**src/rtl/hunter_pkt_pkg.sv**
```systemverilog
// Shared types and command-code table for the Hunter fan-link packet encoder.
package hunter_pkt_pkg;

  typedef enum logic [1:0] {
    IDLE,
    SEND
`ifdef HUNTER_TX_REPEAT_EN
    , GAP
`endif
  } state_t;

  typedef enum logic [1:0] {LOW, DATA, HIGH} chip_t;

  localparam int NUM_CMDS   = 5;
  localparam int CODE_WIDTH = 7;

  localparam logic [2:0] CMD_0 = 3'd0;
  localparam logic [2:0] CMD_1 = 3'd1;
  localparam logic [2:0] CMD_2 = 3'd2;
  localparam logic [2:0] CMD_3 = 3'd3;
  localparam logic [2:0] CMD_4 = 3'd4;

  typedef struct packed {
    logic                  vld;
    logic [CODE_WIDTH-1:0] code;
  } cmd_code_t;

  function automatic cmd_code_t cmd_code(input logic [2:0] idx);
    cmd_code_t r;
    r.vld = (int'(idx) < NUM_CMDS);
    case (idx)
      CMD_0:   r.code = 7'b1001111;
      CMD_1:   r.code = 7'b1000111;
      CMD_2:   r.code = 7'b0100111;
      CMD_3:   r.code = 7'b0010111;
      CMD_4:   r.code = 7'b0001111;
      default: r.code = '0;
    endcase
    return r;
  endfunction

endpackage

```
**src/rtl/hunter_chip_timer.sv**
```systemverilog
// Chip prescaler: reloads on restart and ticks on the last cycle of every chip while enabled.
module hunter_chip_timer #(
  parameter int CHIP_CYCLES = 2203,
  parameter int CTR_WIDTH   = 12
) (
  input  logic clk,
  input  logic reset,
  input  logic restart,
  input  logic en,
  output logic chip_tick
);

  localparam logic [CTR_WIDTH-1:0] LOAD = CTR_WIDTH'(CHIP_CYCLES - 1);

  logic [CTR_WIDTH-1:0] count;

  assign chip_tick = en && (count == '0);

  always_ff @(posedge clk) begin
    if (reset)                     count <= '0;
    else if (restart || chip_tick) count <= LOAD;
    else if (en)                   count <= count - 1'b1;
  end

endmodule

```
**src/rtl/hunter_packet_tx.sv**
```systemverilog
// Fan RF-link packet encoder: lead zeros, ID, payload, each bit sent as chips 0,bit,1.
// Define HUNTER_TX_REPEAT_EN to resend each packet REPEATS times separated by low gaps.
module hunter_packet_tx
  import hunter_pkt_pkg::*;
#(
  parameter int CHIP_CYCLES = 2203,
  parameter int CTR_WIDTH   = 12,
  parameter int ID_WIDTH    = 4,
  parameter int CMD_WIDTH   = 7,
  parameter int LEAD_BITS   = 2,
  parameter int REPEATS     = 3,
  parameter int GAP_CYCLES  = 20000
) (
  input  logic                ref_clk,
  input  logic                reset,
  input  logic                start,
  input  logic [2:0]          cmd,
  input  logic [ID_WIDTH-1:0] id,
  output logic                ready,
  output logic                done,
  output logic                cmd_err,
  output logic                out
);

  localparam int NBITS = LEAD_BITS + ID_WIDTH + CMD_WIDTH;
  localparam int BW    = $clog2(NBITS);

  if (CHIP_CYCLES < 1 || (2 ** CTR_WIDTH) < CHIP_CYCLES || REPEATS < 1 || GAP_CYCLES < 1)
  begin : g_bad_cfg
    $error("hunter_packet_tx: invalid parameter set");
  end

  state_t           state;
  chip_t            chip;
  logic [BW-1:0]    bit_cnt;
  logic [NBITS-1:0] pkt;
  cmd_code_t        code;
  logic             restart;
  logic             chip_tick;
  logic             last_bit;

`ifdef HUNTER_TX_REPEAT_EN
  localparam int RW = $clog2(REPEATS + 1);
  localparam int GW = $clog2(GAP_CYCLES + 1);
  logic [RW-1:0] rep_cnt;
  logic [GW-1:0] gap_cnt;
`endif

  assign code     = cmd_code(cmd);
  assign last_bit = (bit_cnt == BW'(NBITS - 1));

  // ready is high exactly while idle, so it doubles as the accept qualifier
  always_comb begin
    restart = ready && start && code.vld;
`ifdef HUNTER_TX_REPEAT_EN
    if (state == GAP && gap_cnt == '0) restart = 1'b1;
`endif
  end

  hunter_chip_timer #(
    .CHIP_CYCLES (CHIP_CYCLES),
    .CTR_WIDTH   (CTR_WIDTH)
  ) u_timer (
    .clk       (ref_clk),
    .reset     (reset),
    .restart   (restart),
    .en        (state == SEND),
    .chip_tick (chip_tick)
  );

  always_ff @(posedge ref_clk) begin
    if (reset) begin
      state   <= IDLE;
      chip    <= LOW;
      bit_cnt <= '0;
      pkt     <= '0;
      ready   <= 1'b1;
      done    <= 1'b0;
      cmd_err <= 1'b0;
      out     <= 1'b0;
`ifdef HUNTER_TX_REPEAT_EN
      rep_cnt <= '0;
      gap_cnt <= '0;
`endif
    end else begin
      done    <= 1'b0;
      cmd_err <= 1'b0;
      case (state)
        IDLE: begin
          if (start) begin
            if (code.vld) begin
              pkt     <= {CMD_WIDTH'(code.code), id, {LEAD_BITS{1'b0}}};
              state   <= SEND;
              ready   <= 1'b0;
              chip    <= LOW;
              bit_cnt <= '0;
              out     <= 1'b0;
`ifdef HUNTER_TX_REPEAT_EN
              rep_cnt <= '0;
`endif
            end else begin
              cmd_err <= 1'b1;
            end
          end
        end
        SEND: begin
          if (chip_tick) begin
            case (chip)
              LOW: begin
                // data chip must show the current bit, not the previous one
                chip <= DATA;
                out  <= pkt[bit_cnt];
              end
              DATA: begin
                chip <= HIGH;
                out  <= 1'b1;
              end
              default: begin
                chip <= LOW;
                out  <= 1'b0;
                if (!last_bit) begin
                  bit_cnt <= bit_cnt + 1'b1;
                end else begin
                  bit_cnt <= '0;
`ifdef HUNTER_TX_REPEAT_EN
                  if (rep_cnt != RW'(REPEATS - 1)) begin
                    state   <= GAP;
                    rep_cnt <= rep_cnt + 1'b1;
                    gap_cnt <= GW'(GAP_CYCLES - 1);
                  end else begin
                    state <= IDLE;
                    ready <= 1'b1;
                    done  <= 1'b1;
                  end
`else
                  state <= IDLE;
                  ready <= 1'b1;
                  done  <= 1'b1;
`endif
                end
              end
            endcase
          end
        end
`ifdef HUNTER_TX_REPEAT_EN
        GAP: begin
          if (gap_cnt == '0) begin
            state <= SEND;
            chip  <= LOW;
            out   <= 1'b0;
          end else begin
            gap_cnt <= gap_cnt - 1'b1;
          end
        end
`endif
        default: begin
          state <= IDLE;
          ready <= 1'b1;
          out   <= 1'b0;
        end
      endcase
    end
  end

endmodule
```
**config.mk**
```make
export PLATFORM = sky130hd
export DESIGN_NAME = hunter_packet_tx
export DESIGN_NICKNAME = d
export VERILOG_FILES = /design/src/rtl/hunter_pkt_pkg.sv /design/src/rtl/hunter_chip_timer.sv /design/src/rtl/hunter_packet_tx.sv
export SDC_FILE = /design/constraint.sdc
export NUM_CORES = 1
export LEC_CHECK = 0
export ABC_AREA = 0
export CAP_MARGIN = 10
export CORE_MARGIN = 1.5
export CORE_UTILIZATION = 43
export DETAILED_ROUTE_END_ITERATION = 8
export PLACE_DENSITY = 0.65
export SLEW_MARGIN = 20
export SYNTH_ARGS = -nofsm -noshare
export SYNTH_HDL_FRONTEND = slang
export SYNTH_SLANG_ARGS = --single-unit
```
**constraint.sdc**
```tcl
create_clock -name ref_clk -period 2.76 [get_ports ref_clk]
set_input_delay 0.552 -clock ref_clk [delete_from_list [all_inputs] [get_ports ref_clk]]
set_output_delay 0.552 -clock ref_clk [all_outputs]
set_load 0.01 [all_outputs]
```
==> After elaboration in Yosys (flattened, before gate mapping) <==
Cells that the tools add are included.
{ "word_totals": {"regBits": 35, "memories": 0, "latchBits": 0, "inputBits": 10, "rom_bits": 0, "ram_bits": 0} }
{ "classes": {"reduce_logical": 19, "n_eq_ne": 12, "mux": 33, "div_mod_pow": 0, "order_cmp": 2, "bitwise_logic": 4, "shift": 0, "n_mul": 0, "addsub": 2} }
{ "ops": {"columns": ["operator", "count"], "rows": [
  ["7-bit one-hot mux with 5 select lines", 1],
  ["12-bit two-way mux", 2],
  ["4-bit two-way mux", 5],
  ["2-bit two-way mux", 8],
  ["12-bit zero test", 1],
  ["2-bit one-hot mux with 2 select lines", 3],
  ["12-bit by 1-bit subtractor with 12-bit output, second input constant", 1],
  ["2-bit inequality test, second input constant", 5],
  ["5-bit AND reduction", 2],
  ["1-bit two-way mux", 9],
  ["4-bit one-hot mux with 2 select lines", 1],
  ["3-bit by 2-bit == test with 1-bit output, second input constant", 2],
  ["1-bit one-hot mux with 2 select lines", 3],
  ["3-bit AND reduction", 2],
  ["4-bit by 5-bit < comparator with 1-bit output, second input constant", 1],
  ["5-bit OR reduction", 1],
  ["4-bit by 1-bit adder with 4-bit output, second input constant", 1],
  ["1-bit binary-select mux with 4-bit select", 1],
  ["2-bit by 1-bit == test with 1-bit output, second input constant", 2],
  ["4-bit == test, second input constant", 1],
  ["2-bit zero test", 2],
  ["1-bit inverter", 4],
  ["4-bit AND reduction", 1],
  ["2-bit nonzero test", 2],
  ["8 further kinds", 11]
]} }

==> Longest topological paths before layout <==
Gate-level depths: netlist of run 1.
{ "depth": {"word_depth": 5, "ltp_mapped": 7, "ltp_nobuf": 6} }

==> Hierarchy <==
From an unflattened synthesis of run 1, not the netlist that was laid out.
{ "hier_totals": {"hier_cells": 181, "hier_area_um2": 1596.5} }
{ "modules_own_cells": {"columns": ["mod", "seq_area_each_um2", "area_per_inst_um2", "cells_each", "instances"], "rows": [
  ["hunter_packet_tx", 400.4, 959.7, 110, 1],
  ["hunter_chip_timer", 240.2, 636.9, 71, 1]
]} }

==> Worst setup path before layout of run 1 <==
Ideal clock, no wire load.
{ "synth_timing": {"path_kind": "flip-flop to flip-flop", "startpoint": "register u_timer.count[3]", "endpoint": "register u_timer.count[11]", "t_required_ns": 2.686, "setup_slack_ns": 0.830, "arrival_ns": 1.856, "path_stages_with_launch": 6, "period_less_slack_ns": 1.930, "path_cell_list": "dfxtp_1 > or4b_1 > buf_2 > or3_1 > or4_1 > a31oi_1"} }
{ "synth_via": {"elab_chain_len": 4} }
{ "synth_lines": {"columns": ["item", "line", "rtl"], "rows": [
  ["from (decl)", "hunter_chip_timer.sv:15", "logic [CTR_WIDTH-1:0] count;"],
  ["from (signal assigned)", "hunter_chip_timer.sv:22", "else if (en) count <= count - 1'b1;"],
  ["branches (longest 4 deep; another with 12-bit by 1-bit subtractor with 12-bit output)", null, null]
]} }
Several ways; the timed one is not identified. The select of a mux whose other input is x is not followed.
A chain may end at the register's enable or synchronous reset.

==> Worst setup path in the final report of run 1 <==
{ "layout_timing": {"startpoint": "register state[0]", "endpoint": "register chip[1]"} }
{ "layout_via": {"elab_chain_len": 4} }
{ "layout_lines": {"columns": ["item", "line", "rtl"], "rows": [
  ["from (decl)", "hunter_packet_tx.sv:33", "state_t state;"],
  ["from (signal assigned)", "hunter_packet_tx.sv:73", "state <= IDLE;"],
  ["from (signal assigned)", "hunter_packet_tx.sv:93", "state <= SEND;"],
  ["from (signal assigned)", "hunter_packet_tx.sv:136", "state <= IDLE;"],
  ["2-bit by 1-bit == test with 1-bit output", "hunter_packet_tx.sv:67, hunter_packet_tx.sv:88", null],
  ["1-bit logical AND", "hunter_chip_timer.sv:17", "assign chip_tick = en && (count == '0);"],
  ["2-bit inequality test (no line)", null, null],
  ["4-bit AND reduction (no line)", null, null],
  ["to (signal assigned)", "hunter_packet_tx.sv:74", "chip <= LOW;"],
  ["to (signal assigned)", "hunter_packet_tx.sv:95", "chip <= LOW;"],
  ["to (signal assigned)", "hunter_packet_tx.sv:111", "chip <= DATA;"],
  ["to (decl)", "hunter_packet_tx.sv:34", "chip_t chip;"]
]} }
Parallel ways exist; a longest one is shown, timed or not.

==> impl_metrics.csv, run 1 <==
group,metric,value,unit
run_status,run_status,"finished clean",
grt,overflow,0,
setup_path,timing.rr.start,"state[0]",
place,dp_hpwl,2460,um
job,timing.max_cap.violations,0,
clock_tree,cts.repair_timing.setup_buffer_count,0,
sta,fmax,472,MHz
clock_tree,clkLatencyLatePin,0.34,ns
place,post-place-ws,0.345,ns
sta,max_slew.worst_pin.slew,0.467,ns
sta,setup_viol,0,
setup_path,worst-endpoint-required,3.04,ns
sta,final.setup.worst_slack,0.640,ns
clock_tree,cts_buffer_depth,2,
clock_tree,clock-sinks,32,
sta,grt_setup_unrepaired,"no",
die,die_w,63.6,um
sta,period_share,76.8,%
synthesis,synth_simple_gate_area_share,29.7,%
synthesis,post_synth_mux_area_share,3.49,%
sta,report.final.slew_viol_count,0,
synthesis,mappedNetlistArea,1580,um^2
synthesis,async_flop_share,0,%
grt,antenna_found_initial,0,
route,drt_iter0_markers,76,
setup_path,worst_setup_path_end_kind,"flip-flop",
cells_and_area,num-nets-final,208,
clock_tree,cts_hold_repair.buffers,0,
cells_and_area,final_core_density,53.3,%
clock_tree,root_buffer,"sky130_fd_sc_hd__clkbuf_4",
synthesis,synth.area.top_cells,"sky130_fd_sc_hd__dfxtp_1 41%, sky130_fd_sc_hd__a21oi_1 4.4%, sky130_fd_sc_hd__xnor2_1 3.9%, sky130_fd_sc_hd__nor2_1 3.6%, sky130_fd_sc_hd__nand2_1 3.3%",
pwr,sequentialPowerShare,52.8,%
synthesis,number_of_standard_cells_after_synthesis,178,
sta,clock_skew,0.0167,ns
worst_hold_path,holdCritStartpoint,"pkt[4]",
sta,timing.final.crit_period,2.12,ns
synthesis,largest_family_of_logic_cells_by_synthesized_area,"simple AND/OR/NAND/NOR gates",
pwr,leakage_power_total,0.624,nW
synthesis,synth_area_leader_cell,"sky130_fd_sc_hd__dfxtp_1",
clock_tree,clkTransAtPathRegs,0.11,ns
pwr,power_switching_share,29.3,%
pwr,share_clk_of_total_power,28.9,%
synthesis,post-synth-top-count-cell,"sky130_fd_sc_hd__dfxtp_1",
pwr,maximum_ir_drop_on_the_vdd_rail,0.000240,V
setup_path,arrival,2.40,ns
clock_tree,tritoncts,"built",
die,die_height,63.6,um
die,io-pin-count,14,
sta,tns,0,ns
synthesis,synth_xor_area_share,5.55,%
pwr,power_switching,0.290,mW
cells_and_area,multi_input_area,883,um^2
setup_path,start_kind,"flip-flop",
die,die_area,4040,um^2
grt,grt_max_degree,21,
worst_hold_path,holdCritPathClass,"reg2reg",
route,post_route_antenna_net_violation_count,0,
pwr,finalPower,0.991,mW
synthesis,synth.ff_latch_count,32,
pwr,power_density,544,nW/um^2
synthesis,synth.top_cell.area_share,40.6,%
clock_tree,cts.repair.resized,0,
die,initial_core_util,46.2,%
grt,grt_pass1_vias,1369,
die,core,3420,um^2
route,vias,1364,
route,route.detailed.wl_per_inst,14.1,um
cells_and_area,footprint_of_the_flip_flops_and_latches,641,um^2
setup_path,criticalPathCategory,"reg2reg",
cells_and_area,antennaDiodeCount,0,
synthesis,synthTopCellsByCount,"32 x sky130_fd_sc_hd__dfxtp_1, 15 x sky130_fd_sc_hd__nor2_1, 14 x sky130_fd_sc_hd__a21oi_1, 14 x sky130_fd_sc_hd__nand2_1",
synthesis,synth-main-ff-cell,"sky130_fd_sc_hd__dfxtp_1",
synthesis,synth-edff-count,0,
cells_and_area,layout-drive-gt1-share,9.74,%
place,port_buffers,13,
place,globalplace.congestion,0.781,
sta,timing.max_slew.rel_slack,68.6,%
pwr,internal_power,0.700,mW
sta,fin_worst_hold_slack,0.461,ns
cells_and_area,area_delta_synth_final,15.5,%
setup_path,timing.critical_path.fanout_max,11,
grt,grtUsageTotal,18.7,%
synthesis,synth_compound_area_share,14.0,%
die,rows,21,
cells_and_area,final.fill_count,326,
synthesis,synth_warn,0,
clock_tree,cts_htree_levels,2,
pwr,power_frac_comb,18.2,%
synthesis,synth_nets,192,
route,wl,3400,um
synthesis,synth-seq-area-share,40.6,%
setup_path,crit_start,"state[0]",
route,post-route-drc-count,0,
route,route.detailed.vias_per_inst,5.66,
grt,grt_first_pass_wirelength,5950,um
synthesis,syn-mean-instance-area,8.86,um^2
sta,final_hold_viol_count,0,
synthesis,yosysUniqueCellTypes,47,
clock_tree,number_of_cts_inserted_buffers,5,
synthesis,synth_fa_ha_area_share,3.17,%
route,detail_route.first_pass.iterations,4,
## critical path: stages, from the launching register on
cell                       delay, ns
sky130_fd_sc_hd__dfxtp_1        0.44
sky130_fd_sc_hd__nor4b_1        0.34
sky130_fd_sc_hd__buf_4          0.20
sky130_fd_sc_hd__nand4b_1       0.36
sky130_fd_sc_hd__or3b_2         0.60
sky130_fd_sc_hd__a21oi_1        0.15
## flip-flops by register name, indices dropped and copies added, names as in the netlist
signal,cells
cmd_err,1
pkt,9
out,1
state,1
ready,1
u_timer.count,12
chip,2
bit_cnt,4
done,1
## path summary, 6_finish.rpt
path / to / slack [ns] / depth (start not counted)
max reg2reg: chip[1] / 0.64 / 5
min reg2reg: pkt[4] / 0.46 / 2
min: pkt[4] / 0.46 / 2
max: chip[1] / 0.64 / 5
## metrics by stage
| step | cells | cell area [um^2] |
|---|---|---|
| 3_3_place_gp | 233 | 1760 |
| 3_5_place_dp | 233 | 1760 |
| 6_report | 241 | 1820 |
| 2_1_floorplan | 178 | 1580 |
| 4_1_cts | 241 | 1820 |
| 5_1_grt | 241 | 1820 |
## routing by layer
metal / vias to the layer above / track usage [%] / part of all wire [%]
met5: - / 0 / 0
met4: 0 / 7.88 / 1.9
met3: 9 / 3.75 / 3.7
met2: 26 / 30.7 / 44
met1: 640 / 23.8 / 50
li1: 689 / - / -
## final cells by class
type,instances,share of cell area [%]
clock buffer,6,2.82
multi-input combinational,132,48.5
tap,46,3.16
sequential,32,35.2
timing repair buffer,16,8.38
clock inverter,2,0.549
inverter,7,1.44
## power groups by stage
| stage | Sequential [mW] | Clock (mW) | Combinational [mW] |
|---|---|---|---|
| after floorplan | 0.524 | 0 | 0.133 |
| after global placement | 0.532 | 0 | 0.175 |
| after detailed placement | 0.534 | 0 | 0.181 |
| after CTS | 0.523 | 0.287 | 0.181 |
| after global routing | 0.530 | 0.311 | 0.203 |
| final | 0.523 | 0.287 | 0.181 |
## cells in the final DEF, fill, tap and decap left out, types with 2 or more instances in the layout
cell	n
sky130_fd_sc_hd__nand4_1	4
sky130_fd_sc_hd__o211ai_1	3
sky130_fd_sc_hd__clkinv_2	2
sky130_fd_sc_hd__xor2_1	3
sky130_fd_sc_hd__a22oi_1	2
sky130_fd_sc_hd__nand2b_1	2
sky130_fd_sc_hd__nor4_1	3
sky130_fd_sc_hd__nor3_1	4
sky130_fd_sc_hd__nor3b_1	4
sky130_fd_sc_hd__or4_1	2
sky130_fd_sc_hd__ha_1	4
sky130_fd_sc_hd__nand2_1	14
sky130_fd_sc_hd__nor2_1	15
sky130_fd_sc_hd__a21oi_1	14
sky130_fd_sc_hd__o21ai_0	5
sky130_fd_sc_hd__inv_1	7
sky130_fd_sc_hd__nand3_1	7
sky130_fd_sc_hd__clkbuf_4	5
sky130_fd_sc_hd__clkdlybuf4s50_1	13
sky130_fd_sc_hd__and2_1	2
sky130_fd_sc_hd__nor4b_1	2
sky130_fd_sc_hd__nand4b_1	3
sky130_fd_sc_hd__mux2_2	2
sky130_fd_sc_hd__buf_4	3
sky130_fd_sc_hd__or3_1	7
sky130_fd_sc_hd__a211oi_1	2
sky130_fd_sc_hd__xnor2_1	7
sky130_fd_sc_hd__dfxtp_1	32
## cell families (layout without fill, tap and decap cells)
family	count (synthesis)	after routing
compound gates	35	35
fa+ha+maj	4	4
xor+xnor	10	10
flops	32	32
mux	4	4
simple gates	79	79
buf+inv	14	31
Power figures use the tool's default switching activity.
==> run 2, diff against run 1 <==
- PLACE_DENSITY: 0.65 -> 0.68
- clock period: 2.76 -> 1.8 ns (I/O delays scaled with it)
==> run 2 against run 1 <==
Compared with the run above: the run now ends with setup timing left; first-iteration DRC count decreased by 6.6%; final area increased by 19%; sequential power rose by 53%; via count rose by 8.8%; clock power up 92%; core utilization rose by 10 points; flip-flop and latch count stayed put; hold slack gained 0.0099 ns; clock skew barely moved; die area did not move; register-to-register slack got worse by 0.73 ns; critical endpoint is now u_timer.count[11]; largest power group unchanged.
==> impl_metrics.csv, run 2 (same netlist as run 1, synthesis figures left out) <==
group,metric,value,unit
cells_and_area,final.fill_count,290,
setup_path,cp_cell_sequence,"or4b_4 -> or3_4 -> or4_1 -> a31oi_1",
cells_and_area,num-nets-final,238,
pwr,leakage_power_total,0.800,nW
route,vias,1484,
job,timing.max_cap.violations,0,
place,port_buffers,13,
grt,overflow,0,
route,post-route-drc-count,0,
cells_and_area,area_delta_synth_final,37.0,%
die,core,3420,um^2
route,wl,3920,um
sta,fin_worst_hold_slack,0.471,ns
route,detail_route.first_pass.iterations,4,
sta,fmax,530,MHz
cells_and_area,layout.cells.non_filler,271,
setup_path,worst-endpoint-required,2.08,ns
setup_path,start_kind,"flip-flop",
sta,final_hold_viol_count,0,
clock_tree,cts_buffer_depth,2,
clock_tree,clkTransAtPathRegs,0.10,ns
sta,period_share,105,%
cells_and_area,largest_register,"u_timer.count",
setup_path,worst_setup_path_end_kind,"flip-flop",
clock_tree,clkLatencyLatePin,0.35,ns
route,route.detailed.wl_per_inst,14.5,um
grt,antenna_found_initial,0,
grt,grt_pass1_vias,1470,
setup_path,timing.critical_path.fanout_max,3,
worst_hold_path,timing.hold.worst_path_depth,2,
worst_hold_path,holdCritStartpoint,"pkt[4]",
sta,report.final.slew_viol_count,0,
route,post_route_antenna_net_violation_count,0,
cells_and_area,layout-drive-gt1-share,31.1,%
clock_tree,clock-sinks,32,
sta,final.setup.worst_slack,-0.0860,ns
pwr,maximum_ir_drop_on_the_vdd_rail,0.000586,V
sta,grt_setup_unrepaired,"yes",
die,io-pin-count,14,
setup_path,worstPathBufferInverterCount,0,
place,globalplace.congestion,0.822,
grt,grt_first_pass_wirelength,6500,um
clock_tree,tritoncts,"built",
setup_path,path_delay_family,"simple AND/OR/NAND/NOR gates",
cells_and_area,biggestRegsByFlops,"u_timer.count x12, pkt x9, bit_cnt x4",
die,die_height,63.6,um
setup_path,critPathSlowestCell,"sky130_fd_sc_hd__or4b_4",
place,dp_hpwl,2850,um
die,rows,21,
grt,grtUsageTotal,20.9,%
clock_tree,number_of_cts_inserted_buffers,5,
die,initial_core_util,46.2,%
cells_and_area,footprint_of_the_flip_flops_and_latches,646,um^2
sta,clock_skew,0.0168,ns
sta,timing.max_slew.rel_slack,60.4,%
die,die_area,4040,um^2
worst_hold_path,holdCritPathClass,"reg2reg",
cells_and_area,layout_commonest_cell,"sky130_fd_sc_hd__buf_4",
setup_path,reg2reg_slack,-0.09,ns
clock_tree,cts_htree_levels,2,
place,post_dp_cell_area,1970,um^2
clock_tree,root_buffer,"sky130_fd_sc_hd__clkbuf_4",
cells_and_area,most-common-layout-cells,"31 x sky130_fd_sc_hd__buf_4, 28 x sky130_fd_sc_hd__dfxtp_1, 15 x sky130_fd_sc_hd__nor2_1",
setup_path,arrival,2.16,ns
setup_path,timing.rr.start,"u_timer.count[4]",
sta,setup_viol,6,
setup_path,r2r_end,"u_timer.count[11]",
sta,timing.final.crit_period,1.89,ns
setup_path,criticalPathCategory,"reg2reg",
setup_path,delay_of_the_slowest_cell_on_the_worst_path,0.57,ns
run_status,failed_checks,"setup timing",
run_status,run_status,"finished, violations left",
route,drt_iter0_markers,71,
pwr,power_density,815,nW/um^2
cells_and_area,largest_register_ffs,12,
place,post-place-cells,261,
die,die_w,63.6,um
grt,grt_max_degree,15,
cells_and_area,antennaDiodeCount,0,
clock_tree,cts_hold_repair.buffers,0,
setup_path,r2r_depth,4,
worst_hold_path,min_to,"pkt[4]",
sta,max_slew.worst_pin.slew,0.579,ns
route,route.detailed.vias_per_inst,5.48,
cells_and_area,postLayoutCellArea,2160,um^2
cells_and_area,multi_input_area,967,um^2
==> run 2: cell types whose count changed in the layout (fill, tap and decap cells not counted), moves of 2 or more <==
cell	before	now
sky130_fd_sc_hd__dfxtp_1	32	28
sky130_fd_sc_hd__inv_2	0	2
sky130_fd_sc_hd__a21oi_1	14	11
sky130_fd_sc_hd__nor4_2	0	2
sky130_fd_sc_hd__dfxtp_2	0	4
sky130_fd_sc_hd__nor4_1	3	1
sky130_fd_sc_hd__buf_6	0	2
sky130_fd_sc_hd__inv_1	7	5
sky130_fd_sc_hd__a21oi_2	0	3
sky130_fd_sc_hd__buf_4	3	31
==> run 2: metrics by stage <==
step / power, mW / setup slack (ns) / setup TNS [ns] / utilization, %
after floorplan: 1.01 / -0.0643 / -0.107 / -
after global placement: 1.16 / -0.0143 / -0.0270 / 57.7
after detailed placement: 1.18 / -0.0968 / -0.246 / 57.7
after CTS: 1.74 / -0.0460 / -0.137 / 60.5
after global routing: 1.86 / -0.140 / -0.869 / 63.3
final: 1.76 / -0.0860 / -0.181 / 63.3
==> run 2: worst reg2reg max path: stages, from the launching register on <==
cell                      delay [ns]
sky130_fd_sc_hd__dfxtp_2        0.34
sky130_fd_sc_hd__or4b_4         0.57
sky130_fd_sc_hd__or3_4          0.35
sky130_fd_sc_hd__or4_1          0.42
sky130_fd_sc_hd__a31oi_1        0.15
==> run 2: what timing repair did <==
item	4_1_cts	5_1_grt
gates resized for setup	4	23
endpoints found under the setup margin	7	14
setup buffers	0	2
pin swaps	0	7
==> run 2: per-layer routing <==
metal  wire [um]  GRT usage [%]  share of wire, %
met1        1760           24.8                45
met2        1960           35.4                50
met3         133           6.43               3.4
met4          66           7.34               1.7
met5           0              0                 0
==> run 2: report_power, final <==
part	internal, mW	leakage (nW)	total (mW)	switching, mW
Sequential	0.758	0.263	0.799	0.0418
Combinational	0.221	0.496	0.412	0.192
Clock	0.289	0.0412	0.551	0.261
Total	1.27	0.800	1.76	0.495
==> run 2: cell type report <==
cell class                 instances  share of cell area, %
tap                               46                   2.66
inverter                           7                   1.22
sequential                        32                   29.9
multi-input combinational        132                   44.7
timing repair buffer              46                   17.8
clock inverter                     3                   1.97
clock buffer                       5                   1.74
==> run 2: worst max-delay path by stage <==
stage	from	endpoint	slack, ns	cells after the start
after floorplan	u_timer.count[4]	u_timer.count[11]	-0.06	5
after global placement	u_timer.count[4]	u_timer.count[11]	-0.01	4
after detailed placement	cmd[1]	bit_cnt[3]	-0.1	5
after CTS	u_timer.count[4]	u_timer.count[11]	-0.05	4
after global routing	u_timer.count[4]	u_timer.count[11]	-0.14	4
final	u_timer.count[4]	u_timer.count[11]	-0.09	4
